$ cat config.mk
export PLATFORM = sky130hd
export DESIGN_NAME = branch_delay_unit
export DESIGN_NICKNAME = d
export VERILOG_FILES = /design/src/rtl/mips_branch_pkg.sv /design/src/rtl/branch_cond_eval.sv /design/src/rtl/branch_delay_unit.sv
export SDC_FILE = /design/constraint.sdc
export NUM_CORES = 1
export LEC_CHECK = 0
export ABC_AREA = 1
export BUFFER_PORTS_ARGS = -buffer_cell sky130_fd_sc_hd__buf_2
export CAP_MARGIN = 20
export CORE_UTILIZATION = 51
export CTS_CLUSTER_SIZE = 30
export DETAILED_ROUTE_END_ITERATION = 10
export PLACE_DENSITY = 0.79
export SYNTH_ARGS = -nofsm -noshare
export SYNTH_HDL_FRONTEND = slang
export SYNTH_SLANG_ARGS = --single-unit
$ cat constraint.sdc
create_clock -name clk -period 7.2 [get_ports clk]
set_input_delay 1.08 -clock clk [delete_from_list [all_inputs] [get_ports clk]]
set_output_delay 1.08 -clock clk [all_outputs]
set_load 0.05 [all_outputs]
$ cat src/rtl/mips_branch_pkg.sv
// Shared encodings and types for the MIPS branch/jump resolution unit.
// Opcode, function and REGIMM selector values follow the MIPS32 encoding.
package mips_branch_pkg;

  localparam logic [5:0] OP_SPECIAL = 6'h00;
  localparam logic [5:0] OP_REGIMM  = 6'h01;
  localparam logic [5:0] OP_J       = 6'h02;
  localparam logic [5:0] OP_JAL     = 6'h03;
  localparam logic [5:0] OP_BEQ     = 6'h04;
  localparam logic [5:0] OP_BNE     = 6'h05;
  localparam logic [5:0] OP_BLEZ    = 6'h06;
  localparam logic [5:0] OP_BGTZ    = 6'h07;
  localparam logic [5:0] OP_BEQL    = 6'h14;
  localparam logic [5:0] OP_BNEL    = 6'h15;
  localparam logic [5:0] OP_BLEZL   = 6'h16;
  localparam logic [5:0] OP_BGTZL   = 6'h17;

  localparam logic [5:0] FN_JR      = 6'h08;
  localparam logic [5:0] FN_JALR    = 6'h09;

  localparam logic [4:0] RT_BLTZ    = 5'h00;
  localparam logic [4:0] RT_BGEZ    = 5'h01;
  localparam logic [4:0] RT_BLTZL   = 5'h02;
  localparam logic [4:0] RT_BGEZL   = 5'h03;
  localparam logic [4:0] RT_BLTZAL  = 5'h10;
  localparam logic [4:0] RT_BGEZAL  = 5'h11;
  localparam logic [4:0] RT_BLTZALL = 5'h12;
  localparam logic [4:0] RT_BGEZALL = 5'h13;

  localparam logic [4:0] LINK_RA    = 5'd31;

  typedef enum logic [3:0] {NONE, JUMP, JREG, EQ, NE, LEZ, GTZ, LTZ, GEZ} branch_kind_t;

  typedef struct packed {
    branch_kind_t kind;
    logic         taken;
    logic         is_link;
    logic         is_likely;
  } branch_dec_t;

  typedef enum logic [1:0] {IDLE, ARMED, SLOT} bdu_state_t;

  // Jumps are unconditional; every branch reduces to equality, sign or zero of rs.
  function automatic logic kind_taken(branch_kind_t kind, logic eq, logic neg, logic zero);
    case (kind)
      JUMP, JREG: kind_taken = 1'b1;
      EQ:         kind_taken = eq;
      NE:         kind_taken = !eq;
      LEZ:        kind_taken = neg | zero;
      GTZ:        kind_taken = !(neg | zero);
      LTZ:        kind_taken = neg;
      GEZ:        kind_taken = !neg;
      default:    kind_taken = 1'b0;
    endcase
  endfunction

endpackage

$ cat src/rtl/branch_cond_eval.sv
// Combinational decode of control-transfer instructions and evaluation of
// their branch condition from the register operands.
module branch_cond_eval
  import mips_branch_pkg::*;
#(
  parameter int DATA_W    = 32,
  parameter bit LIKELY_EN = 1'b1
) (
  input  logic [5:0]        opcode,
  input  logic [5:0]        fn,
  input  logic [4:0]        rt_field,
  input  logic [DATA_W-1:0] rs_data,
  input  logic [DATA_W-1:0] rt_data,
  output branch_dec_t       dec
);

  logic eq, neg, zero;

  assign eq   = (rs_data == rt_data);
  assign neg  = rs_data[DATA_W-1];
  assign zero = (rs_data == '0);

  always_comb begin
    dec.kind      = NONE;
    dec.is_link   = 1'b0;
    dec.is_likely = 1'b0;
    case (opcode)
      OP_SPECIAL: begin
        if (fn == FN_JR) begin
          dec.kind = JREG;
        end else if (fn == FN_JALR) begin
          dec.kind    = JREG;
          dec.is_link = 1'b1;
        end
      end
      OP_J:    dec.kind = JUMP;
      OP_JAL:  begin dec.kind = JUMP; dec.is_link = 1'b1; end
      OP_BEQ:  dec.kind = EQ;
      OP_BNE:  dec.kind = NE;
      OP_BLEZ: dec.kind = LEZ;
      OP_BGTZ: dec.kind = GTZ;
      // Likely forms vanish entirely when disabled, so they decode as ordinary ALU ops.
      OP_BEQL:  if (LIKELY_EN) begin dec.kind = EQ;  dec.is_likely = 1'b1; end
      OP_BNEL:  if (LIKELY_EN) begin dec.kind = NE;  dec.is_likely = 1'b1; end
      OP_BLEZL: if (LIKELY_EN) begin dec.kind = LEZ; dec.is_likely = 1'b1; end
      OP_BGTZL: if (LIKELY_EN) begin dec.kind = GTZ; dec.is_likely = 1'b1; end
      OP_REGIMM: begin
        case (rt_field)
          RT_BLTZ:   dec.kind = LTZ;
          RT_BGEZ:   dec.kind = GEZ;
          RT_BLTZAL: begin dec.kind = LTZ; dec.is_link = 1'b1; end
          RT_BGEZAL: begin dec.kind = GEZ; dec.is_link = 1'b1; end
          RT_BLTZL:  if (LIKELY_EN) begin dec.kind = LTZ; dec.is_likely = 1'b1; end
          RT_BGEZL:  if (LIKELY_EN) begin dec.kind = GEZ; dec.is_likely = 1'b1; end
          RT_BLTZALL: if (LIKELY_EN) begin
            dec.kind = LTZ; dec.is_link = 1'b1; dec.is_likely = 1'b1;
          end
          RT_BGEZALL: if (LIKELY_EN) begin
            dec.kind = GEZ; dec.is_link = 1'b1; dec.is_likely = 1'b1;
          end
          default: dec.kind = NONE;
        endcase
      end
      default: dec.kind = NONE;
    endcase
    dec.taken = kind_taken(dec.kind, eq, neg, zero);
  end

endmodule

$ cat src/rtl/branch_delay_unit.sv
// Sequential branch/jump resolution: latches the target at resolve time and
// redirects the PC on the second PC advance, after the delay slot.
module branch_delay_unit
  import mips_branch_pkg::*;
#(
  parameter int                 DATA_W        = 32,
  parameter int                 STATE_W       = 4,
  parameter logic [STATE_W-1:0] RESOLVE_STATE = 4'b0010,
  parameter bit                 LIKELY_EN     = 1'b1
) (
  input  logic               clk,
  input  logic               reset,
  input  logic [STATE_W-1:0] state,
  input  logic [5:0]         opcode,
  input  logic [5:0]         fn,
  input  logic [4:0]         rt_field,
  input  logic [4:0]         rd_field,
  input  logic [15:0]        imm,
  input  logic [25:0]        instr_index,
  input  logic [DATA_W-1:0]  pc,
  input  logic [DATA_W-1:0]  rs_data,
  input  logic [DATA_W-1:0]  rt_data,
  input  logic               pc_advance,
  output logic               redirect,
  output logic [DATA_W-1:0]  target,
  output logic               annul,
  output logic               link_en,
  output logic [4:0]         link_reg,
  output logic [DATA_W-1:0]  link_value,
  output logic               addr_fault,
  output logic               slot_violation,
  output logic               busy
);

  bdu_state_t        fsm_q, fsm_d;
  logic [DATA_W-1:0] target_q, target_d;
  branch_dec_t       dec;
  logic [DATA_W-1:0] pc_plus4, br_offset, xfer_tgt;
  logic              in_resolve, is_xfer, misaligned, idle_resolve, take;

  branch_cond_eval #(
    .DATA_W    (DATA_W),
    .LIKELY_EN (LIKELY_EN)
  ) u_cond (
    .opcode   (opcode),
    .fn       (fn),
    .rt_field (rt_field),
    .rs_data  (rs_data),
    .rt_data  (rt_data),
    .dec      (dec)
  );

  assign pc_plus4  = pc + DATA_W'(4);
  assign br_offset = {{(DATA_W-18){imm[15]}}, imm, 2'b00};

  always_comb begin
    xfer_tgt = pc_plus4 + br_offset;
    if (dec.kind == JUMP) xfer_tgt = {pc_plus4[DATA_W-1:28], instr_index, 2'b00};
    else if (dec.kind == JREG) xfer_tgt = rs_data;
  end

  // Decodes only act from IDLE; in SLOT they are flagged, in ARMED ignored.
  assign in_resolve   = (state == RESOLVE_STATE);
  assign is_xfer      = (dec.kind != NONE);
  assign misaligned   = (dec.kind == JREG) && (rs_data[1:0] != 2'b00);
  assign idle_resolve = in_resolve && (fsm_q == IDLE) && is_xfer;
  assign take         = idle_resolve && dec.taken && !misaligned;

  always_comb begin
    fsm_d    = fsm_q;
    target_d = target_q;
    case (fsm_q)
      IDLE: begin
        if (take) begin
          target_d = xfer_tgt;
          fsm_d    = pc_advance ? SLOT : ARMED;
        end
      end
      ARMED:   if (pc_advance) fsm_d = SLOT;
      SLOT:    if (pc_advance) fsm_d = IDLE;
      default: fsm_d = IDLE;
    endcase
  end

  always_ff @(posedge clk) begin
    if (reset) begin
      fsm_q    <= IDLE;
      target_q <= '0;
    end else begin
      fsm_q    <= fsm_d;
      target_q <= target_d;
    end
  end

  assign target         = target_q;
  assign redirect       = !reset && (fsm_q == SLOT) && pc_advance;
  assign busy           = !reset && (fsm_q != IDLE);
  assign link_en        = !reset && idle_resolve && dec.is_link;
  assign annul          = !reset && idle_resolve && dec.is_likely && !dec.taken;
  assign addr_fault     = !reset && idle_resolve && misaligned;
  assign slot_violation = !reset && in_resolve && (fsm_q == SLOT) && is_xfer;
  assign link_reg       = reset ? 5'd0 : ((dec.kind == JREG) ? rd_field : LINK_RA);
  assign link_value     = reset ? '0 : (pc + DATA_W'(8));

endmodule

==> run_results.csv <==
group,metric,value,unit
place,gp_congestion,1.02,
floorplan,initial_core_util,0.526,
worst_setup_path,crit_start,"pc[4]",
job,maxCapViolCount,0,
clock_tree,numCtsBuffers,5,
sta,worst_pin_slew,0.849,ns
floorplan,rows,40,
synthesis,synth_edf_count,0,
synthesis,synthFlopType,"dfxtp_1",
sta,tns,0,ns
synthesis,synth_nets,1426,
sta,max_freq,0.217,GHz
clock_tree,cts_num_sinks,34,
worst_setup_path,crit_path_end_kind,"flop",
clock_tree,cts.clk_slew.worst_paths,0.05,ns
cells_and_area,drive_gt1_frac,0.190,
routing,ant_nets,0,
global_routing,grt_usage,0.378,
clock_tree,post-cts-setup-buffers,0,
routing,drtPass1Iterations,5,
worst_setup_path,arrival,4.77,ns
cells_and_area,n_fill_cell,1307,
global_routing,antenna_found_initial,0,
routing,first_iter_violations,957,
sta,rsz0062_at_grt,"false",
routing,drt_wl_total,25.1,mm
floorplan,io_pins,242,
place,port-buffer-count,241,
power,p_comb_frac,0.536,
clock_tree,htreeDepth,2,
worst_setup_path,r2r_end,"target[26]",
sta,hold_violations,0,
worst_setup_path,slowest_stage,"ha_1",
routing,vias,8741,
cells_and_area,fin_util,0.646,
cells_and_area,final_common_cell,"nand2_1",
sta,setup_viol,0,
power,vdd_drop_max,0.0000988,V
place,dpl.hpwl,21.0,mm
synthesis,synthTopCellsByArea,"nand2_1, nor2_1, dfxtp_1",
sta,maxSlewViolCount,0,
cells_and_area,area_growth,22.8,%
worst_setup_path,rr_startpoint,"fsm_q[1]",
worst_setup_path,crit_fanout,6,
worst_setup_path,r2r_setup_slack,5.39,ns
sta,min_period,4.60,ns
routing,wl_per_cell,15.5,um
floorplan,die-area,0.0129,sq mm
power,switching_share,0.449,
cells_and_area,layout_common_cells,"nand2_1, buf_2, nor2_1",
clock_tree,cts_tree,"built",
global_routing,grt_pass1_vias,7523,
clock_tree,clk_latency,0.28,ns
routing,drc,0,
synthesis,yosysWarnings,0,
clock_tree,cts-resized-gates,0,
clock_tree,cts_root_buf,"clkbuf_16",
global_routing,grt_max_degree,51,
synthesis,synth.distinct_cells,45,
sta,fin_worst_skew,0.00383,ns
clock_tree,cts_buffer_depth,2,
power,p_leak,4.25,nW
worst_setup_path,path_delay_family,"simple AND/OR/NAND/NOR gates",
cells_and_area,antenna_cells,0,
worst_setup_path,rr_worst_depth,6,
floorplan,die_y,114,um
worst_setup_path,critPathKind,"in2reg",
sta,min_period_over_period,0.639,
power,p_int,0.480,mW
synthesis,ys_ff_latch,34,
global_routing,grt_first_pass_wirelength,38.9,mm
power,powerDensity,111,mW/mm^2
worst_setup_path,path_buf_inv,5,
clock_tree,hold_buffers,0,
sta,max_slew_margin,0.432,
worst_setup_path,cpMostUsedCell,"nor2_1",
global_routing,grt_overflow_total,0,
worst_setup_path,endpoint,"target[28]",
synthesis,netlist.area_leader.share,0.214,
outcome,outcome,"finished clean",
synthesis,syn_inst,1227,
worst_setup_path,critPathLaunchType,"input pin",
power,clkPwrFrac,0.246,
routing,viasPerCell,5.40,
hold_path,hold_class,"reg2reg",
worst_setup_path,slowest_delay,0.36,ns
power,p_seq_frac,0.217,
synthesis,synthArstFlopShare,0,
power,p_sw,0.391,mW
synthesis,ys_seq_area_frac,0.107,
floorplan,core_area,0.0121,sq mm
synthesis,syn_area_per_cell,5.19,sq um
synthesis,syn_area,0.00637,sq mm
cells_and_area,nets,1650,
worst_setup_path,path_depth,27,
worst_setup_path,cp.required,7.37,ns
floorplan,die_w,114,um
synthesis,yosysTopAreaCell,"nand2_1",
## worst min-delay path by stage
stage,from,endpoint,slack [ns],cells past startpoint
after floorplan,fsm_q[1],fsm_q[1],0.50,2
after global placement,target[1],target[1],0.46,2
after detailed placement,target[15],target[15],0.47,2
after CTS,target[15],target[15],0.48,2
after global routing,target[15],target[15],0.51,2
final,target[13],target[13],0.48,2
## cell usage after synthesis (all sizes together) (2+ instances only)
cell type  number
and2            2
clkbuf         19
nand3b          4
a21oi          70
a31oi           3
a22oi           3
buf             7
a21o            2
o211ai          4
mux2i           5
o21ai          88
xor2           24
nand4          18
o21bai          4
dfxtp          34
nor2          203
o21a            3
nand2         365
nor3           41
xnor2          20
nor4            9
nand3          79
ha             31
inv           181
## worst register-to-register path: stages (launching register included)
cell and delay, ns:
dfxtp_1 0.34, nor2_1 0.14, and2_1 0.19, nand3_2 0.12, nor2_4 0.63, o21ai_0 0.20, nor2_1 0.13
## metrics by stage
stage               cells  worst slack, ns  instance area, sq um  total power, mW  hold slack, ns
finish               1620             2.60                  7830            0.871           0.475
global route         1620             2.15                  7830            0.922           0.514
CTS                  1620             2.68                  7830            0.859           0.480
detailed placement   1612             2.41                  7680            0.645           0.468
global placement     1612             2.46                  7680            0.643           0.457
floorplan            1227             2.73                  6370            0.487           0.500
## layout make-up
cell class                      count  area, sq um  area share
Clock buffer                        7          143      0.0182
Clock inverter                      1         5.00    0.000639
Inverter                          182          683      0.0873
Multi-Input combinational cell    985         4880       0.624
Sequential cell                    34          681      0.0870
Tap cell                          168          210      0.0269
Timing Repair Buffer              243         1220       0.156
## state kept, by name, indices dropped and copies added (netlist names)
register	cells
fsm_q	2
target	32
## routing by layer
layer,up-vias,global-route usage,part of all wire
met2,513,0.610,0.44
met4,0,0.0857,0.021
met5,-,0,0
met1,3815,0.539,0.44
met3,43,0.0436,0.10
li1,4370,-,-
## power by group through the flow
stage | logic, mW | clock network [mW] | registers (mW)
after global routing | 0.509 | 0.224 | 0.189
after floorplan | 0.291 | 0 | 0.196
after CTS | 0.455 | 0.215 | 0.189
after detailed placement | 0.452 | 0 | 0.193
after global placement | 0.450 | 0 | 0.193
final | 0.467 | 0.215 | 0.189
## kinds of logic (layout without fill, tap and decap cells)
family | Yosys count | count (layout) | synth area share
simple gates | 723 | 723 | 0.481
compound gates | 181 | 181 | 0.153
fa+ha+maj | 32 | 32 | 0.0640
flops | 34 | 34 | 0.107
mux | 5 | 5 | 0.00785
xor+xnor | 44 | 44 | 0.0605
buf+inv | 208 | 433 | 0.127
(Power assumes the default switching activity.)
